<file path="src/rtl/vdp_timing_pkg.sv">
// ---------------------------------------------------------------------------
// vdp_timing_pkg
// Horizontal timing constants shared by the VDP counter blocks.
//   hmode_t      line mode (H32 / H40)
//   DEF_*        default jump, sync and blank positions in Hcnt units
//   hmode_sel()  mode requested by the register bits (H40 needs mode 5)
// ---------------------------------------------------------------------------
package vdp_timing_pkg;

    typedef enum logic {
        HM_H32 = 1'b0,
        HM_H40 = 1'b1
    } hmode_t;

    localparam logic [8:0] HCNT_LAST = 9'h1FF;

    localparam logic [8:0] DEF_H32_JUMP_FROM = 9'h127;
    localparam logic [8:0] DEF_H32_JUMP_TO   = 9'h1D2;
    localparam logic [8:0] DEF_H40_JUMP_FROM = 9'h16C;
    localparam logic [8:0] DEF_H40_JUMP_TO   = 9'h1C9;

    localparam logic [8:0] DEF_H32_HS_START  = 9'h1D9;
    localparam logic [8:0] DEF_H32_HS_END    = 9'h1F2;
    localparam logic [8:0] DEF_H40_HS_START  = 9'h1CD;
    localparam logic [8:0] DEF_H40_HS_END    = 9'h1EC;

    localparam logic [8:0] DEF_H32_HB_START  = 9'h126;
    localparam logic [8:0] DEF_H40_HB_START  = 9'h166;
    localparam logic [8:0] DEF_HB_END        = 9'h00A;

    function automatic hmode_t hmode_sel(input logic h40, input logic m5);
        return (h40 & m5) ? HM_H40 : HM_H32;
    endfunction

endpackage

</file>
<file path="src/rtl/vdp_sync2.sv">
// ---------------------------------------------------------------------------
// vdp_sync2
// Two-flop synchroniser for an asynchronous level into the clk domain.
//   clk  in  sampling clock
//   rst  in  asynchronous reset, active high (both flops clear to 0)
//   d    in  asynchronous input
//   q    out synchronised level, two clk edges behind d
// ---------------------------------------------------------------------------
module vdp_sync2 (
    input  logic clk,
    input  logic rst,
    input  logic d,
    output logic q
);

    logic meta;

    always_ff @(posedge clk or posedge rst) begin
        if (rst) begin
            meta <= 1'b0;
            q    <= 1'b0;
        end else begin
            meta <= d;
            q    <= meta;
        end
    end

endmodule

</file>
<file path="src/rtl/vdp_hcounter.sv">
// ---------------------------------------------------------------------------
// vdp_hcounter
// 9-bit horizontal pixel counter for the VDP, feeding the H PLA decoder.
//   CLK      in   master clock
//   RES      in   asynchronous reset, active high
//   DCLK_EN  in   pixel-clock enable (counter advances only when high)
//   H40      in   register mode bit, 1 = H40
//   M5       in   mode 5 enable; 0 forces H32 timing
//   HL       in   asynchronous HV-latch request, rising edge active
//   HL_CLR   in   one-CLK latch clear (HV read / unlatch)
//   Hcnt     out  horizontal count
//   H40_LINE out  mode in effect for the current line
//   LINE_END out  one-CLK pulse after the enabled 0x1FF->0x000 edge
//   HSYNC_n  out  horizontal sync, active low
//   HBLANK   out  horizontal blank
//   HV_H     out  latched Hcnt[8:1]
//   HL_VALID out  HV_H holds a captured value
// ---------------------------------------------------------------------------
module vdp_hcounter
    import vdp_timing_pkg::*;
#(
    parameter logic [8:0] H32_JUMP_FROM = DEF_H32_JUMP_FROM,
    parameter logic [8:0] H32_JUMP_TO   = DEF_H32_JUMP_TO,
    parameter logic [8:0] H40_JUMP_FROM = DEF_H40_JUMP_FROM,
    parameter logic [8:0] H40_JUMP_TO   = DEF_H40_JUMP_TO,
    parameter logic [8:0] H32_HS_START  = DEF_H32_HS_START,
    parameter logic [8:0] H32_HS_END    = DEF_H32_HS_END,
    parameter logic [8:0] H40_HS_START  = DEF_H40_HS_START,
    parameter logic [8:0] H40_HS_END    = DEF_H40_HS_END,
    parameter logic [8:0] H32_HB_START  = DEF_H32_HB_START,
    parameter logic [8:0] H40_HB_START  = DEF_H40_HB_START,
    parameter logic [8:0] HB_END        = DEF_HB_END
) (
    input  logic       CLK,
    input  logic       RES,
    input  logic       DCLK_EN,
    input  logic       H40,
    input  logic       M5,
    input  logic       HL,
    input  logic       HL_CLR,
    output logic [8:0] Hcnt,
    output logic       H40_LINE,
    output logic       LINE_END,
    output logic       HSYNC_n,
    output logic       HBLANK,
    output logic [7:0] HV_H,
    output logic       HL_VALID
);

    // ------------------------------------------------------------------
    // Counter and line-mode next state
    // ------------------------------------------------------------------
    hmode_t     line_mode;
    hmode_t     mode_next;
    hmode_t     mode_eff;
    logic       wrap;
    logic [8:0] jump_from;
    logic [8:0] jump_to;
    logic [8:0] hcnt_next;
    logic [8:0] hs_start;
    logic [8:0] hs_end;
    logic [8:0] hb_start;
    logic       hsync_n_next;
    logic       hblank_next;

    always_comb begin
        mode_next = hmode_sel(H40, M5);
        wrap      = (Hcnt == HCNT_LAST);

        if (line_mode == HM_H40) begin
            jump_from = H40_JUMP_FROM;
            jump_to   = H40_JUMP_TO;
        end else begin
            jump_from = H32_JUMP_FROM;
            jump_to   = H32_JUMP_TO;
        end

        if (Hcnt == jump_from) begin
            hcnt_next = jump_to;
        end else begin
            hcnt_next = Hcnt + 9'd1;
        end

        // Sync/blank are decoded from the count being loaded, under the
        // mode that count belongs to: the new line's mode on the wrap edge.
        mode_eff = wrap ? mode_next : line_mode;

        if (mode_eff == HM_H40) begin
            hs_start = H40_HS_START;
            hs_end   = H40_HS_END;
            hb_start = H40_HB_START;
        end else begin
            hs_start = H32_HS_START;
            hs_end   = H32_HS_END;
            hb_start = H32_HB_START;
        end

        hsync_n_next = !((hcnt_next >= hs_start) && (hcnt_next < hs_end));
        hblank_next  = (hcnt_next >= hb_start) || (hcnt_next < HB_END);
    end

    always_ff @(posedge CLK or posedge RES) begin
        if (RES) begin
            Hcnt      <= '0;
            line_mode <= HM_H32;
            LINE_END  <= 1'b0;
            HSYNC_n   <= 1'b1;
            HBLANK    <= 1'b1;
        end else if (DCLK_EN) begin
            Hcnt      <= hcnt_next;
            line_mode <= mode_eff;
            LINE_END  <= wrap;
            HSYNC_n   <= hsync_n_next;
            HBLANK    <= hblank_next;
        end else begin
            LINE_END  <= 1'b0;
        end
    end

    assign H40_LINE = (line_mode == HM_H40);

    // ------------------------------------------------------------------
    // HV latch: HL synchronised, rising edge detected on the synced level
    // ------------------------------------------------------------------
    logic hl_sync;
    logic hl_prev;
    logic hl_rise;
    logic hl_capture;

    vdp_sync2 u_hl_sync (
        .clk (CLK),
        .rst (RES),
        .d   (HL),
        .q   (hl_sync)
    );

    // A clear in the same cycle re-arms the latch, so the edge is taken.
    assign hl_rise    = hl_sync & ~hl_prev;
    assign hl_capture = hl_rise & (~HL_VALID | HL_CLR);

    always_ff @(posedge CLK or posedge RES) begin
        if (RES) begin
            hl_prev  <= 1'b0;
            HV_H     <= '0;
            HL_VALID <= 1'b0;
        end else begin
            hl_prev <= hl_sync;
            if (hl_capture) begin
                HV_H     <= Hcnt[8:1];
                HL_VALID <= 1'b1;
            end else if (HL_CLR) begin
                HL_VALID <= 1'b0;
            end
        end
    end

endmodule

</file>
<file path="config.mk">
export PLATFORM = sky130hd
export DESIGN_NAME = vdp_hcounter
export DESIGN_NICKNAME = d
export VERILOG_FILES = /design/src/rtl/vdp_timing_pkg.sv /design/src/rtl/vdp_sync2.sv /design/src/rtl/vdp_hcounter.sv
export SDC_FILE = /design/constraint.sdc
export NUM_CORES = 1
export LEC_CHECK = 0
export CORE_ASPECT_RATIO = 0.5
export CORE_MARGIN = 1
export CORE_UTILIZATION = 50
export DETAILED_ROUTE_END_ITERATION = 10
export GPL_TIMING_DRIVEN = 1
export PLACE_DENSITY_LB_ADDON = 0.25
export SLEW_MARGIN = 20
export SYNTH_ARGS = -nofsm -noshare
export SYNTH_HDL_FRONTEND = slang
export SYNTH_SLANG_ARGS = --single-unit
</file>
<file path="constraint.sdc">
create_clock -name CLK -period 7.25 [get_ports CLK]
set_clock_uncertainty 0.2 [all_clocks]
set_input_delay 1.45 -clock CLK [delete_from_list [all_inputs] [get_ports CLK]]
set_output_delay 1.45 -clock CLK [all_outputs]
set_load 0.05 [all_outputs]
</file>
# After elaboration in Yosys (flattened, before gate mapping)
# Index checks and enable logic that the tools add are counted.
[classes]
reduce_logical = 4
mux = 11
addsub = 1
n_eq_ne = 2
magnitude_cmp = 4
n_bitwise = 6
[ops]
columns = ["op", "count"]
rows = [
  [">= comparator 9 bit", 2],
  ["2-to-1 mux 5 bit", 3],
  ["2-to-1 mux 7 bit", 2],
  ["adder 9 x 1 -> 9 bit (second input constant)", 1],
  ["== test 9 bit", 1],
  ["== test 9 bit (second input constant)", 1],
  ["< comparator 9 x 4 -> 1 bit (second input constant)", 1],
  ["< comparator 9 bit", 1],
  ["2-to-1 mux 9 bit", 1],
  ["2-to-1 mux 1 bit", 5],
  ["bitwise AND 1 bit", 3],
  ["NOT 1 bit", 2],
  ["nonzero test 2 bit", 1],
  ["logical AND 1 bit", 1],
  ["logical NOT 1 bit", 1],
  ["logical OR 1 bit", 1],
  ["OR 1 bit", 1],
]
[totals]
register_bits = 25
wordCells = 38
output_inout_bits = 22
inputBits = 7

# Depth between registers and ports, before layout
# Gate-level depths: netlist of the first run.
[logic_depth]
ltp_word = 7
ltp_mapped = 13
ltp_nobuf = 13

# Hierarchy
# A second synthesis of the first run with hierarchy kept.
[unflattened]
cells_unflattened = 132
area_unflattened_um2 = 1385.1
[by_module_without_submodules]
columns = ["mod", "area_per_inst_um2", "cells_each", "seq_area_each_um2", "instances"]
rows = [
  ["vdp_hcounter", 1331.3, 129, 578.1, 1],
  ["vdp_sync2", 53.8, 3, 50.0, 1],
]

# Worst setup path before layout of the first run
# Ideal clock, no wire load.
[synth_timing]
path_type = "register to register"
startpoint = "register Hcnt[0]"
endpoint = "register HSYNC_n"
path_buffers = 0
synth_period_minus_slack_ns = 3.174
slack_ns = 4.076
required_ns = 6.954
arrival_ns = 2.877
setup_ns = 0.096
stages_incl_launch_ff = 14
cell_sequence = "dfrtp_1 -> ha_1 -> nand2_1 -> or2_2 -> nor2_1 -> ha_1 -> nand3_1 -> o21a_1 -> ha_1 -> a21o_1 -> a21oi_1 -> o21ai_0 -> o221ai_1 -> o311ai_2"
[synth_via]
elab_chain_len = 6
word_cells_on_any_way = 11
cone_classes = "add/sub (1); order compare (2); eq/ne (2); mux (4); reduce/logical (2)"
[synth_rtl]
columns = ["element", "line_no", "rtl"]
rows = [
  ["start, declared", "vdp_hcounter.sv:41", "output logic [8:0] Hcnt,"],
  ["start signal, assigned", "vdp_hcounter.sv:110", "Hcnt <= hcnt_next;"],
  ["branches (longest 4 deep; another with adder 9 x 1 -> 9 bit)", "--", ""],
  ["logical AND 1 bit *", "vdp_hcounter.sv:98", "hsync_n_next = !((hcnt_next >= hs_start) && (hcnt_next < hs_end));"],
  ["logical NOT 1 bit *", "vdp_hcounter.sv:98", ""],
  ["end signal, assigned", "vdp_hcounter.sv:113", "HSYNC_n <= hsync_n_next;"],
  ["end, declared", "vdp_hcounter.sv:44", "output logic HSYNC_n,"],
]
# Mark *: on every way between the ends.
# A chain may end at the register's enable or synchronous reset.

# Worst setup path in the final report of the first run
[layout_timing]
startpoint = "register Hcnt[3]"
endpoint = "output port Hcnt[3]"
# No word-level cell between the ends.

==> metrics.csv, run 1 <==
stage;metric;value;unit
die;io pins;29;
yosys;mapped cell area;1380;µm²
detailed_routing;drt first-iter violations;55;
pwr;Sw Ratio;49.7;%
grt;global route overflow;0;
min_path;worst hold stages;0;
worst_setup_path;Top Family by Delay on Critical Path;buffers and inverters;
pwr;Flop pwr share;31.3;%
yosys;Post-synth EDFFs;0;
yosys;yosys warns;0;
yosys;dominant cell by count in the synthesized netlist;dfrtp_1;
yosys;Yosys reg bits;25;
die;Cell Rows;13;
final_layout;area grow syn2layout;25.5;%
worst_setup_path;max incr delay on CP;880;ps
min_path;HP Start;u_hl_sync.meta;
clocking;Skew-Pair Late Insertion Delay;270;ps
clocking;TritonCTS clock tree;yes;
pwr;cell-internal power;0.393;mW
grt;largest net degree at the start of global routing;26;
sta;relative slew slack;39.2;%
worst_setup_path;CP Class;flop to output port;
grt;first-pass GRT wire length;4.56;mm
worst_setup_path;Worst R2R Start;Hcnt[1];
placed_design;Post-DP HPWL;2.16;mm
placed_design;pre-CTS setup slack;3710;ps
sta;Total Negative Setup Slacks;0;ps
grt;number of global-route vias before repair;905;
min_path;worst hold-check path type;flop to flop;
placed_design;Inst Count DP;191;
die;core area;2600;µm²
yosys;largest cells by area after synthesis;dfrtp_1 42%, mux2_2 11%, ha_1 5.4%, dfstp_2 3.8%, xor2_1 3.8%;
yosys;post-synthesis sequential area ratio;45.5;%
sta;min Tclk post-route;3360;ps
placed_design;GPL Wtd Cong;0.844;
yosys;syn avg cell area;10.5;µm²
worst_setup_path;WP data arrival;1710;ps
clocking;CTS Buffer Depth;2;
yosys;Post-synth top flop;dfrtp_1;
grt;Total Routing Usage GR;21.0;%
sta;Hold Vio Cnt, Final;0;
pwr;Sw Pwr;0.388;mW
pwr;leakage;0.712;nW
clocking;htree depth;1;
die;Initial Utilization;53.1;%
clocking;Clock transition at path regs;90;ps
worst_setup_path;Worst setup startpoint;Hcnt[3];
worst_setup_path;reg-to-reg critical path endpoint;HSYNC_n;
sta;pins over their slew limit;0;
job;Max Cap Violations;0;
yosys;syn_nets;144;
detailed_routing;final WL;2.87;mm
die;die area;2990;µm²
worst_setup_path;CP Max Fanout;12;
worst_setup_path;Worst setup SP type;flop;
min_path;worst hold path endpoint;u_hl_sync.q;
final_layout;Non-Filler Instances;195;
clocking;Root Driver;clkbuf_8;
yosys;Unique masters post-synth;42;
pwr;Peak VDD IR;0.278;mV
detailed_routing;DRC;0;
clocking;Resize count post-CTS;0;
pwr;Clk pwr share;10.7;%
detailed_routing;drt via density;5.54;
detailed_routing;WL/cell;14.7;µm
worst_setup_path;critical path capture point type;output port;
final_layout;layout cells sized above 1;16.5;%
yosys;share of the synthesized area in the top cell type;41.7;%
detailed_routing;Pre-antenna DRT Iters;4;
worst_setup_path;Buf/Inv on CP;1;
placed_design;# port buffers;28;
sta;RSZ-0062 raised after global routing;false;
final_layout;filler cell count;216;
worst_setup_path;CP Data Required Time;5600;ps
final_layout;Final nets;172;
worst_setup_path;Worst Reg2Reg Path Length in Cells;13;
clocking;setup bufs post-CTS;0;
worst_setup_path;CP max stage cell;clkdlybuf4s50_1;
detailed_routing;via count of the routed design;1081;
yosys;Post-synth ARST share;100;%
clocking;hold_buf cts;0;
clocking;Num CTS Buffers;3;
clocking;Num Clock Sinks;25;
die;height of the die;39.2;µm
detailed_routing;Antenna Nets Post-Route;0;
sta;fmax;298;MHz
yosys;cell taking the most area after synthesis;dfrtp_1;
sta;Slew @ Worst Pin;911;ps
sta;endpoints failing setup;0;
die;Die Wd;76.3;µm
pwr;PwrDens;450;nW/µm²
pwr;Logic pwr share;58.0;%
sta;period utilization;46.3;%
yosys;top cells by count, synth;23 x dfrtp_1, 13 x mux2_2, 10 x nor2_1;
yosys;Cells after Synth;131;
grt;initial antenna violation count;0;
status;status;finished clean;
worst_setup_path;Cell Chain, Critical Path;clkdlybuf4s50_1;
final_layout;# diodes;0;
worst_setup_path;FF-to-FF setup slack;4140;ps
sta;setup ws final;3890;ps
metrics by stage:
step | util (%) | area [µm²] | hold slack (ps) | total power [mW]
final | 66.6 | 1730 | 154 | 0.780
after CTS | 66.6 | 1730 | 157 | 0.781
after global routing | 66.6 | 1730 | 180 | 0.828
after global placement | 64.8 | 1690 | 134 | 0.684
after detailed placement | 64.8 | 1690 | 136 | 0.696
after floorplan | - | 1380 | 131 | 0.557
worst max-delay path by stage:
stage / to / cells past startpoint
floorplan: HSYNC_n / 13
finish: Hcnt[3] / 1
global placement: HSYNC_n / 9
global route: Hcnt[3] / 1
CTS: Hcnt[3] / 1
detailed placement: HSYNC_n / 9
placed cells by master, fill, tap and decap left out, types with 2 or more instances in the layout:
| cell type | count |
|---|---|
| dfstp_2 | 2 |
| nand2_1 | 7 |
| mux2_2 | 13 |
| o21ai_0 | 7 |
| inv_1 | 4 |
| nand2b_1 | 3 |
| nor2_1 | 10 |
| clkdlybuf4s50_1 | 28 |
| nand3b_1 | 2 |
| dfrtp_1 | 23 |
| xor2_1 | 6 |
| nand4_1 | 2 |
| nand3_1 | 6 |
| a311oi_1 | 2 |
| ha_1 | 6 |
| a21o_1 | 2 |
| nor2b_1 | 2 |
| clkbuf_8 | 3 |
| a21oi_1 | 7 |
layer usage:
layer | GRT usage, % | part of all wire [%]
met3 | 5.65 | 7.2
met2 | 33.3 | 45
met1 | 29.0 | 48
met5 | 0 | 0
met4 | 4.33 | 0
area by class of cell:
class / count / area [µm²] / share of cell area [%]
clock buffers: 3 / 41.3 / 2.38
clock inverters: 1 / 7.51 / 0.433
inverters: 4 / 15.0 / 0.866
multi-input cells: 97 / 716 / 41.3
flip-flops and latches: 25 / 628 / 36.2
well taps: 37 / 46.3 / 2.67
repair buffers: 28 / 280 / 16.2
kinds of logic (layout without fill, tap and decap cells):
family	after synthesis	in the layout	synth area share, %
multiplexers	13	13	10.6
AND/OR/NAND/NOR	44	44	17.6
XOR/XNOR	7	7	4.44
buffers and inverters	9	36	2.72
AO/OA/AOI/OAI	27	27	13.8
adder cells (fa/ha/maj)	6	6	5.43
flip-flops	25	25	45.5
power groups by stage:
stage                     Clock (mW)  Sequential [mW]  Combinational, mW
after floorplan                    0            0.366              0.191
after global placement             0            0.244              0.439
after detailed placement           0            0.246              0.449
after CTS                     0.0863            0.243              0.451
after global routing          0.0916            0.254              0.483
final                         0.0831            0.244              0.453
sequential cells by signal (all words and copies together) (netlist names):
| register | count |
|---|---|
| HSYNC_n | 1 |
| u_hl_sync.q | 1 |
| HBLANK | 1 |
| HV_H | 8 |
| Hcnt | 9 |
| H40_LINE | 1 |
| HL_VALID | 1 |
| hl_prev | 1 |
| LINE_END | 1 |
| u_hl_sync.meta | 1 |
Note: power is estimated with default switching activity, not from simulation.
==> run 2: changes to the inputs <==
==> constraint.sdc (replaced) <==
create_clock -name CLK -period 3.5 [get_ports CLK]
set_clock_uncertainty 0.2 [all_clocks]
set_input_delay 0.7 -clock CLK [delete_from_list [all_inputs] [get_ports CLK]]
set_output_delay 0.7 -clock CLK [all_outputs]
set_load 0.05 [all_outputs]
==> metrics.csv, run 2 (synthesized netlist as in run 1, its figures left out) <==
stage;metric;value;unit;change
grt;global route overflow;0;;unchanged
detailed_routing;DRC;0;;unchanged
detailed_routing;drt first-iter violations;41;;was 55
final_layout;max reg flops;9;;unchanged
clocking;htree depth;1;;unchanged
final_layout;most frequent cells in the layout;28 x clkdlybuf4s50_1, 23 x dfrtp_1, 13 x mux2_2, 10 x nor2_1;;unchanged
final_layout;commonest non-fill, non-tap cell in the layout;clkdlybuf4s50_1;;unchanged
sta;fmax;322;MHz;
worst_setup_path;CP Data Required Time;3500;ps;was 5600 ps
clocking;Clock transition at path regs;100;ps;was 90 ps
final_layout;Non-Filler Instances;197;;was 195
placed_design;Inst Count DP;193;;was 191
sta;setup ws final;393;ps;was 3890 ps
final_layout;Finished Core Util;67.2;%;was 66.6%
pwr;Peak VDD IR;0.614;mV;was 0.278 mV
sta;period utilization;88.8;%;
clocking;Root Driver;clkbuf_8;;unchanged
sta;Hold Vio Cnt, Final;0;;unchanged
sta;endpoints failing setup;0;;unchanged
sta;Total Negative Setup Slacks;0;ps;unchanged
sta;pins over their slew limit;0;;unchanged
placed_design;# port buffers;28;;unchanged
final_layout;layout cells sized above 1;17.5;%;was 16.5%
worst_setup_path;critical path capture point type;flop;;was output port
clocking;Skew-Pair Late Insertion Delay;280;ps;was 270 ps
grt;Total Routing Usage GR;22.6;%;was 21.0%
worst_setup_path;reg-to-reg critical path endpoint;HSYNC_n;;unchanged
final_layout;area grow syn2layout;26.6;%;was 25.5%
pwr;leakage;0.722;nW;was 0.712 nW
final_layout;filler cell count;212;;was 216
final_layout;# diodes;0;;unchanged
die;Die Wd;76.3;µm;unchanged
clocking;setup bufs post-CTS;0;;unchanged
clocking;hold_buf cts;0;;unchanged
die;Initial Utilization;53.1;%;unchanged
detailed_routing;WL/cell;15.5;µm;was 14.7 µm
detailed_routing;Pre-antenna DRT Iters;4;;unchanged
die;io pins;29;;unchanged
final_layout;Final nets;174;;was 172
sta;RSZ-0062 raised after global routing;false;;unchanged
sta;relative slew slack;38.0;%;was 39.2%
worst_setup_path;Worst Reg2Reg Path Length in Cells;13;;unchanged
job;Max Cap Violations;0;;unchanged
status;status;finished clean;;unchanged
die;die area;2990;µm²;unchanged
placed_design;GPL Wtd Cong;0.938;;was 0.844
die;core area;2600;µm²;unchanged
clocking;CTS Buffer Depth;2;;unchanged
worst_setup_path;CP Max Fanout;8;;was 12
pwr;PwrDens;939;nW/µm²;was 450 nW/µm²
clocking;Resize count post-CTS;0;;unchanged
worst_setup_path;WP data arrival;3110;ps;was 1710 ps
detailed_routing;final WL;3.05;mm;was 2.87 mm
worst_setup_path;Worst R2R Start;Hcnt[0];;was Hcnt[1]
die;height of the die;39.2;µm;unchanged
detailed_routing;Antenna Nets Post-Route;0;;unchanged
sta;Slew @ Worst Pin;929;ps;was 911 ps
clocking;TritonCTS clock tree;yes;;unchanged
pwr;Final Power;1.64;mW;was 0.780 mW
worst_setup_path;CP Class;flop to flop;;was flop to output port
final_layout;biggest regs;Hcnt (9), HV_H (8);;unchanged
detailed_routing;drt via density;5.74;;was 5.54
worst_setup_path;Worst setup SP type;flop;;unchanged
die;Cell Rows;13;;unchanged
min_path;worst hold-check path type;flop to flop;;unchanged
grt;first-pass GRT wire length;4.85;mm;was 4.56 mm
grt;number of global-route vias before repair;981;;was 905
clocking;Num Clock Sinks;25;;unchanged
clocking;Num CTS Buffers;3;;unchanged
worst_setup_path;Worst setup startpoint;Hcnt[0];;was Hcnt[3]
sta;min Tclk post-route;3110;ps;
placed_design;pre-CTS setup slack;440;ps;was 3710 ps
worst_setup_path;FF-to-FF setup slack;390;ps;was 4140 ps
placed_design;Post-DP HPWL;2.25;mm;was 2.16 mm
grt;largest net degree at the start of global routing;26;;unchanged
final_layout;Largest Register;Hcnt;;unchanged
detailed_routing;via count of the routed design;1130;;was 1081
grt;initial antenna violation count;0;;unchanged
worst_setup_path;Critical Path End;HSYNC_n;;was Hcnt[3]
## run 2: cell types whose count changed in the layout (fill, tap and decap cells not counted), sizes merged
cell,before,now
buf,0,2
## run 2: cell type report
cell class	count	area, µm²	area share [%]
multi-input combinational	97	716	40.9
sequential	25	628	35.9
timing repair buffer	30	295	16.9
tap	37	46.3	2.65
clock buffer	3	41.3	2.36
inverter	4	15.0	0.858
clock inverter	1	7.51	0.429
## run 2: metal layers
layer / vias up / global-route usage [%] / wire (µm)
met3: 4 / 5.41 / 168
met4: 0 / 8.17 / 23
met2: 32 / 36.0 / 1300
met5: - / 0 / 0
li1: 537 / - / -
met1: 557 / 30.5 / 1560
## run 2: power breakdown
part           internal [mW]  switching (mW)
Sequential             0.378           0.117
Clock                 0.0809           0.101
Combinational          0.361           0.603
## run 2: worst max-delay path, stage by stage (launching register included)
cell      delay [ps]
dfrtp_1          500
ha_1             350
nand2_1           70
or2_2            300
nor2_1           120
ha_1             190
nand3_1           90
o21a_1           170
ha_1             310
a21o_1           190
a21oi_1          130
o21ai_0           90
o221ai_1         190
o311ai_2         130
## run 2: through the flow
stage	hold slack (ps)	area, µm²
floorplan	131	1380
global placement	134	1700
detailed placement	138	1700
CTS	169	1750
global route	180	1750
finish	166	1750
## run 2: how the worst min path moves through the flow
stage	startpoint	to	slack (ps)	cells past startpoint
2_1_floorplan	u_hl_sync.meta	u_hl_sync.q	130	0
3_3_place_gp	u_hl_sync.meta	u_hl_sync.q	130	0
3_5_place_dp	u_hl_sync.meta	u_hl_sync.q	140	0
4_1_cts	u_hl_sync.meta	u_hl_sync.q	170	0
5_1_grt	u_hl_sync.meta	u_hl_sync.q	180	0
6_report	u_hl_sync.meta	u_hl_sync.q	170	0
